**src/rtl/bp_hard_decision_syndrome.sv**
```systemverilog
// Hard-decision slicer and serial 3-row parity-check syndrome for the BP decoder.
// Samples a 6-column LLR vector, decides one column per cycle, checks one row per cycle.
module bp_hard_decision_syndrome #(
   parameter logic [17:0] H_MATRIX = 18'b110001_010110_001011
) (
   input  logic         clk,
   input  logic         reset,
   input  logic         start,
   input  logic [191:0] sum_vector,
   output logic         busy,
   output logic         done,
   output logic [5:0]   codeword,
   output logic [2:0]   syndrome,
   output logic         valid_codeword,
   output logic         nan_detected
);

   localparam int unsigned N_COLS = 6;
   localparam int unsigned N_ROWS = 3;
   localparam int unsigned LLR_W  = 32;
   localparam int unsigned VEC_W  = N_COLS * LLR_W;
   localparam int unsigned COL_W  = 3;
   localparam int unsigned ROW_W  = 2;

   typedef enum logic [1:0] {IDLE, DECIDE, CHECK, DONE} state_t;

   state_t              state, state_n;
   logic [COL_W-1:0]    col, col_n;
   logic [ROW_W-1:0]    row, row_n;
   logic [VEC_W-1:0]    vec, vec_n;
   logic [N_COLS-1:0]   dec, dec_n;
   logic [N_ROWS-1:0]   syn_w, syn_n;
   logic                nan_w, nan_n;
   logic                busy_n, done_n, valid_n, nan_det_n;
   logic [N_COLS-1:0]   codeword_n;
   logic [N_ROWS-1:0]   syndrome_n;

   logic [LLR_W-1:0]    llr;
   logic                llr_nan;
   logic [N_COLS-1:0]   h_row;

   // Current column operand and its NaN classification
   always_comb begin
      llr     = vec[{col, 5'b00000} +: LLR_W];
      llr_nan = (&llr[30:23]) && (|llr[22:0]);
   end

   // Row of H selected by the row counter
   always_comb begin
      case (row)
         2'd0:    h_row = H_MATRIX[5:0];
         2'd1:    h_row = H_MATRIX[11:6];
         default: h_row = H_MATRIX[17:12];
      endcase
   end

   // State register and all registered outputs
   always_ff @(posedge clk) begin
      if (reset) begin
         state          <= IDLE;
         col            <= '0;
         row            <= '0;
         vec            <= '0;
         dec            <= '0;
         syn_w          <= '0;
         nan_w          <= 1'b0;
         busy           <= 1'b0;
         done           <= 1'b0;
         codeword       <= '0;
         syndrome       <= '0;
         valid_codeword <= 1'b0;
         nan_detected   <= 1'b0;
      end else begin
         state          <= state_n;
         col            <= col_n;
         row            <= row_n;
         vec            <= vec_n;
         dec            <= dec_n;
         syn_w          <= syn_n;
         nan_w          <= nan_n;
         busy           <= busy_n;
         done           <= done_n;
         codeword       <= codeword_n;
         syndrome       <= syndrome_n;
         valid_codeword <= valid_n;
         nan_detected   <= nan_det_n;
      end
   end

   // Next-state and next-output logic
   always_comb begin
      state_n    = state;
      col_n      = col;
      row_n      = row;
      vec_n      = vec;
      dec_n      = dec;
      syn_n      = syn_w;
      nan_n      = nan_w;
      done_n     = 1'b0;
      codeword_n = codeword;
      syndrome_n = syndrome;
      valid_n    = valid_codeword;
      nan_det_n  = nan_detected;

      case (state)
         IDLE: begin
            if (start) begin
               vec_n   = sum_vector;
               dec_n   = '0;
               syn_n   = '0;
               nan_n   = 1'b0;
               col_n   = '0;
               state_n = DECIDE;
            end
         end
         DECIDE: begin
            // Negative and nonzero decides 1; a NaN never decides 1
            dec_n[col] = llr[31] && (|llr[30:0]) && !llr_nan;
            if (llr_nan) nan_n = 1'b1;
            if (col == COL_W'(N_COLS - 1)) begin
               col_n   = '0;
               row_n   = '0;
               state_n = CHECK;
            end else begin
               col_n = col + COL_W'(1);
            end
         end
         CHECK: begin
            syn_n[row] = ^(h_row & dec);
            if (row == ROW_W'(N_ROWS - 1)) begin
               row_n      = '0;
               state_n    = DONE;
               done_n     = 1'b1;
               codeword_n = dec;
               syndrome_n = syn_n;
               nan_det_n  = nan_w;
               valid_n    = (syn_n == '0) && !nan_w;
            end else begin
               row_n = row + ROW_W'(1);
            end
         end
         default: begin
            state_n = IDLE;
         end
      endcase

      busy_n = (state_n != IDLE);
   end

endmodule

```
**config.mk**
```make
export PLATFORM = sky130hd
export DESIGN_NAME = bp_hard_decision_syndrome
export DESIGN_NICKNAME = d
export VERILOG_FILES = /design/src/rtl/bp_hard_decision_syndrome.sv
export SDC_FILE = /design/constraint.sdc
export NUM_CORES = 1
export LEC_CHECK = 0
export CAP_MARGIN = 20
export CORE_ASPECT_RATIO = 1.2
export CORE_MARGIN = 5
export CORE_UTILIZATION = 45
export DETAILED_ROUTE_END_ITERATION = 12
export GPL_TIMING_DRIVEN = 0
export MAX_ROUTING_LAYER = met4
export PLACE_DENSITY = 0.78
export SLEW_MARGIN = 40
export SYNTH_ARGS = -nofsm -noshare
export SYNTH_HDL_FRONTEND = slang
export SYNTH_SLANG_ARGS = --single-unit
```
**constraint.sdc**
```tcl
create_clock -name clk -period 2.05 [get_ports clk]
set_input_delay 0.205 -clock clk [delete_from_list [all_inputs] [get_ports clk]]
set_output_delay 0.205 -clock clk [all_outputs]
set_load 0.02 [all_outputs]
```
==> results of run 1 <==
-- worst max-delay path by stage --
stage / startpoint / endpoint / slack, ps / depth (start not counted)
floorplan: col[0] / dec[0] / 80 / 8
global placement: start / vec[156] / -440 / 7
detailed placement: start / vec[153] / -480 / 7
CTS: col[0] / dec[4] / -200 / 9
global route: col[0] / dec[3] / -280 / 9
finish: col[0] / dec[0] / -220 / 9
-- placed cells by master, fill, tap and decap left out, types with 7 or more instances in the layout --
master / count
a21oi_1: 212
nor2_1: 31
nand2_1: 421
dfxtp_1: 221
clkbuf_1: 39
a21oi_2: 7
nand3_1: 15
mux2i_1: 10
buf_12: 8
clkbuf_2: 28
clkbuf_16: 23
clkdlybuf4s50_1: 207
nor4_1: 16
-- power by group --
group | switching [uW] | leakage [uW] | internal [uW] | total (uW)
Combinational | 706 | 0.00240 | 738 | 1440
Clock | 1640 | 0.000354 | 2330 | 3970
Sequential | 136 | 0.00182 | 4540 | 4670
-- synthesized netlist by cell type (3+ instances only) --
library cell	number	area, um^2
nor3_1	6	30.0
a22oi_1	3	22.5
or4_1	4	30.0
nand4_1	3	18.8
nand3_1	15	75.1
nor2b_1	4	25.0
buf_6	5	56.3
a31oi_1	3	18.8
mux2_2	7	78.8
nor4_1	18	113
nor2_1	32	120
o221ai_1	4	35.0
o22ai_1	10	62.6
buf_1	7	26.3
nand2b_1	5	31.3
o21ai_1	6	30.0
nand2_1	423	1590
inv_1	4	15.0
dfxtp_1	222	4440
a21oi_1	219	1100
o21ai_0	4	20.0
and3_1	4	25.0
clkbuf_1	67	251
xor2_1	3	26.3
or4b_1	4	40.0
mux2i_1	13	130
-- final cells by class --
| cell class | instances | area, um^2 |
|---|---|---|
| clock buffer | 29 | 648 |
| timing repair buffer | 220 | 2270 |
| fill | 1673 | 7000 |
| multi-input combinational | 823 | 4210 |
| buffer | 80 | 422 |
| tap | 261 | 327 |
| clock inverter | 7 | 62.6 |
| sequential | 222 | 4450 |
| inverter | 4 | 15.0 |
-- per-stage QoR --
step	hold WS [ps]	std cells	area (um^2)	power (uW)
final	246	1646	12400	10100
after global routing	253	1646	12400	10500
after CTS	235	1643	12300	10100
after detailed placement	444	1599	11200	6030
after global placement	439	1599	11200	6000
after floorplan	341	1131	8790	5380
-- registers in the layout, summed over array words and instances, names as in the netlist --
name,cells
done,1
dec,6
nan_detected,1
busy,1
nan_w,1
vec,192
valid_codeword,1
syn_w,3
codeword,6
row,2
col,3
syndrome,3
state,2
-- worst register-to-register path, stage by stage, from the launching register on --
cell,delay (ps)
dfxtp_4,410
buf_12,160
buf_12,130
buf_4,110
mux2_2,340
a21oi_2,200
and4_1,220
nand2_1,90
o311ai_4,360
o21ai_1,120
-- cells by family (layout without fill, tap and decap cells) --
family / count (synthesis) / in the layout / share of synthesized area, %
simple gates: 532 / 532 / 25.5
flops: 222 / 222 / 50.6
buf+inv: 86 / 340 / 4.14
compound gates: 264 / 264 / 16.5
xor+xnor: 4 / 4 / 0.399
mux: 23 / 23 / 2.93
-- per-layer routing --
metal / up-vias / wire [um] / global-route usage, %
li1: 4279 / - / -
met3: 72 / 1910 / 3.30
met1: 3998 / 11000 / 29.6
met5: - / 0 / -
met4: 0 / 1060 / 7.71
met2: 322 / 13300 / 41.8
-- repair_timing --
| item | in CTS | in global routing |
|---|---|---|
| hold buffers | 0 | 0 |
| pin swaps | 24 | 8 |
| resized for setup | 54 | 60 |
| endpoints found under the setup margin | 187 | 172 |
| setup buffers | 7 | 3 |
| gates cloned | 3 | 0 |
==> results.py, run 1 <==
metrics = {
    "status": {
        "status": "finished, violations left",
        "violations": "setup timing",
    },
    "clock_network": {
        "clk_latency_ps": 510,
        "tritoncts": "built",
        "cts_buffers": 22,
        "cts_sinks": 222,
        "cts_root_buffer": "clkbuf_16",
        "htreeDepth": 1,
        "clock_path_buffers": 3,
        "clk_pin_slew_ps": 70,
    },
    "final_layout": {
        "final_util_pct": 63.9,
        "syn2layout_area_growth_pct": 41.2,
        "nNetsFinal": 1568,
        "drive_above_1_share_pct": 10.0,
        "diodes": 0,
    },
    "hold_path": {
        "hold_depth": 3,
        "hold_class": "primary input to flip-flop",
        "hp-start": "sum_vector[150]",
        "min_to": "vec[150]",
    },
    "floorplanning": {
        "fp.dieArea_mm2": 0.0224,
        "ios": 208,
        "rows": 56,
        "start_util_pct": 45.3,
        "dieWidth_um": 138,
        "die_h_um": 163,
        "coreArea_mm2": 0.0194,
    },
    "logic_synthesis": {
        "synthArstFlopShare_pct": 0,
        "synth_edf_count": 0,
        "ys_seq_area_share_pct": 50.6,
        "synth-main-ff-cell": "dfxtp_1",
        "syn_area_mm2": 0.00879,
        "yosysUniqueCellTypes": 55,
        "synth_area_per_cell_um2": 7.77,
        "syn_nets": 1326,
        "synth_warnings": 0,
        "synthCells": 1131,
        "ys_ff_latch": 222,
    },
    "route": {
        "vias": 8671,
        "via_per_inst": 5.27,
        "final_antenna_net_count": 0,
        "first_iter_violations": 591,
        "first_pass_iters": 5,
        "drc": 0,
        "drt-total-wl_mm": 27.3,
        "wl_per_cell_um": 16.6,
    },
    "critical_path": {
        "slowest_delay_ps": 410,
        "crit_slowest_cell": "dfxtp_4",
        "regToRegStartpoint": "col[0]",
        "reg2reg_slack_ps": -220,
        "cp-start-kind": "flip-flop",
        "ff2ff_path_depth": 9,
        "crit_family": "compound AO/OA/AOI/OAI gates",
        "cp_cell_sequence": "buf_12 > buf_12 > buf_4 > mux2_2 > a21oi_2 > and4_1 > nand2_1 > o311ai_4 > o21ai_1",
        "critPathRequiredTime_ps": 2420,
        "crit_fanout": 7,
        "worst_ep_arrival_time_ps": 2640,
        "crit_type": "flip-flop to flip-flop",
        "critPathBufInv": 3,
        "end_kind": "flip-flop",
        "crit_top_cell": "buf_12",
        "r2r-end": "dec[0]",
    },
    "timing": {
        "period_needed_ps": 2270,
        "fin_crit_sh_pct": 111,
        "rsz0062_at_grt": "yes",
        "worstMarginPinSlew_ps": 804,
        "skew_ps": 14.1,
        "final_max_slew_viol_count": 0,
        "setup_ws_ps": -217,
        "fmax_mhz": 441,
        "slew-limit-headroom_pct": 46.4,
        "setup_viol": 7,
        "finalHoldViolCount": 0,
        "fin_tns_setup_ps": -1360,
    },
    "global_route": {
        "grt_pass1_vias": 8467,
        "grt_antenna_before_repair": 0,
        "grt_pass1_wl_mm": 42.2,
        "grt_use_total_pct": 24.4,
        "grt_overflow": 0,
        "grt_max_degree": 15,
    },
    "power": {
        "powerDensity_mw_per_mm2": 813,
        "leakage_uw": 0.00457,
        "ir_drop_mv": 0.500,
    },
    "place": {
        "post-place-ws_ps": -479,
        "hpwlAfterDp_mm": 20.1,
        "port_buffers": 207,
        "gp_congestion": 0.873,
    },
    "run": {
        "maxCapViolCount": 0,
    },
}
Note: power is estimated with default switching activity, not from simulation.
==> run 2: changes to the inputs <==
CAP_MARGIN = 10   (was 20)
==> results of run 2 <==
The final DEF is identical to that of run 1; final timing and power are the same.
==> run 3: changes to the inputs <==
ABC_CLOCK_PERIOD_IN_PS = 2050   (was not set)
HOLD_SLACK_MARGIN = 0.06   (was not set)
==> results of run 3 <==
The final DEF is identical to that of run 1; final timing and power are the same.
==> variant (config.mk and constraints of run 3) <==
Encoding of `state_t`: now one-hot (4 bits for 4 states).
--- a/src/rtl/bp_hard_decision_syndrome.sv
+++ b/src/rtl/bp_hard_decision_syndrome.sv
@@ -22,7 +22,7 @@
    localparam int unsigned COL_W  = 3;
    localparam int unsigned ROW_W  = 2;
 
-   typedef enum logic [1:0] {IDLE, DECIDE, CHECK, DONE} state_t;
+   typedef enum logic [3:0] {IDLE = 4'b0001, DECIDE = 4'b0010, CHECK = 4'b0100, DONE = 4'b1000} state_t;
 
    state_t              state, state_n;
    logic [COL_W-1:0]    col, col_n;
Check against the original RTL: same outputs for any inputs over 10 cycles, from zero or initial values and one cycle with reset high; not proved beyond that.
==> variant against run 3 <==
- the run still ends with negative setup slack left
- worst hold slack is essentially flat
- worst setup slack lost 0.12 ns
- wire length shrank 5.0%
- clock power grew 11%
- sequential cell count grew 1
- cell area shrank 1.2%
- synthesized area shrank 1.4%
- die area shrank 1.3%
- total power grew 5.2%
- critical path type unchanged
- largest cell class unchanged
- highest routed layer unchanged
==> variant: results (changes against run 3) <==
metric	value	unit	change
hold_ws	0.246	ns	about the same
DRT iter0 DRCs	572		was 591
clkbuf count	32		was 29
Slew headroom	51.1	%	was 46.4%
first-pass GRT wire length	40100	um	was 42,200 um
Clock-cell share	6.58	%	was 5.73%
PnR worst setup slack	-0.333	ns	was -0.217 ns
Pint	8.09	mW	was 7.61 mW
gpl congestion	0.891		was 0.873
setup tns final	-2.10	ns	was -1.36 ns
post-synthesis sequential area ratio	51.5	%	was 50.6%
net load switching power	2.52	mW	was 2.48 mW
DP Cell Count	1591		was 1,599
Clock Power Share	41.7	%	was 39.4%
synth unique cells	45		was 55
Pre-antenna DRT Iters	7		was 5
top post-synthesis cells by area	dfxtp_1 52%, nand2_1 18%, a21oi_1 12%		was dfxtp_1 51%, nand2_1 18%, a21oi_1 12%
failing checks	negative setup slack		unchanged
flops & latches, synth	223		was 222
gr usage total	23.1	%	was 24.4%
final WL	26000	um	was 27,300 um
Post-Syn Instances	1128		was 1,131
Post-Place Setup Slack	-0.577	ns	was -0.479 ns
Non-clock buffer share	20.9	%	was 21.7%
Setup Viol. Count Final	7		unchanged
Mapped Nets	1323		was 1,326
multi-input logic portion of the cell area	33.3	%	was 34.0%
Filler cells	1632		was 1,673
Multi-input gate area	4080	um^2	was 4210 um^2
worst hold start	sum_vector[119]		was sum_vector[150]
top cells by count, synth	422 x nand2_1, 223 x dfxtp_1, 216 x a21oi_1		was 423 x nand2_1, 222 x dfxtp_1, 219 x a21oi_1
hold endpoint	vec[119]		was vec[150]
register area	4470	um^2	was 4450 um^2
status	finished with violations		unchanged
clk_skew	0.0119	ns	was 0.0141 ns
==> variant: cell types whose count changed after synthesis, moves of 5 or more <==
| cell | delta |
|---|---|
| o21ai_0 | +15 |
| mux2i_1 | +5 |
| a221oi_1 | +5 |
| o21ai_1 | -6 |
| o22ai_1 | -9 |
| or3_1 | +5 |
| mux2_2 | -6 |
| nor4_1 | +11 |
| nand3_1 | +5 |
| clkbuf_1 | +6 |
| buf_6 | -5 |
| nor2_1 | -6 |
| buf_1 | -6 |
==> variant: critical path, cell delays in order (launching register included) <==
cell	delay [ns]
dfxtp_4	0.38
bufbuf_16	0.27
mux2i_2	0.21
nor2_1	0.09
a31oi_1	0.21
o221ai_1	0.19
or4_4	0.53
mux2i_4	0.26
o21ai_1	0.11
==> variant: repair_timing <==
action | CTS | global route
setup buffers | 5 | 4
pin swaps | 12 | 7
hold buffers | 0 | 0
cloned | 1 | 0
gates resized for setup | 45 | 75
endpoints found under the setup margin | 176 | 180
==> variant: logic make-up (layout without fill, tap and decap cells) <==
logic type / Yosys count / count (layout) / synth area share, %
simple gates: 538 / 538 / 25.8
compound gates: 259 / 259 / 16.0
flops: 223 / 223 / 51.5
buf+inv: 85 / 339 / 3.81
mux: 20 / 20 / 2.47
xor+xnor: 3 / 3 / 0.303
==> variant: routing by layer <==
layer  wire (um)  share of wire (%)  vias to the layer above  global-route usage (%)
met3        1650                6.4                       76                    3.62
met2       13100                 51                      272                    40.0
met5           0                  0                        -                       -
met1       10100                 39                     3933                    26.5
li1            -                  -                     4272                       -
met4        1050                4.0                        0                    9.44
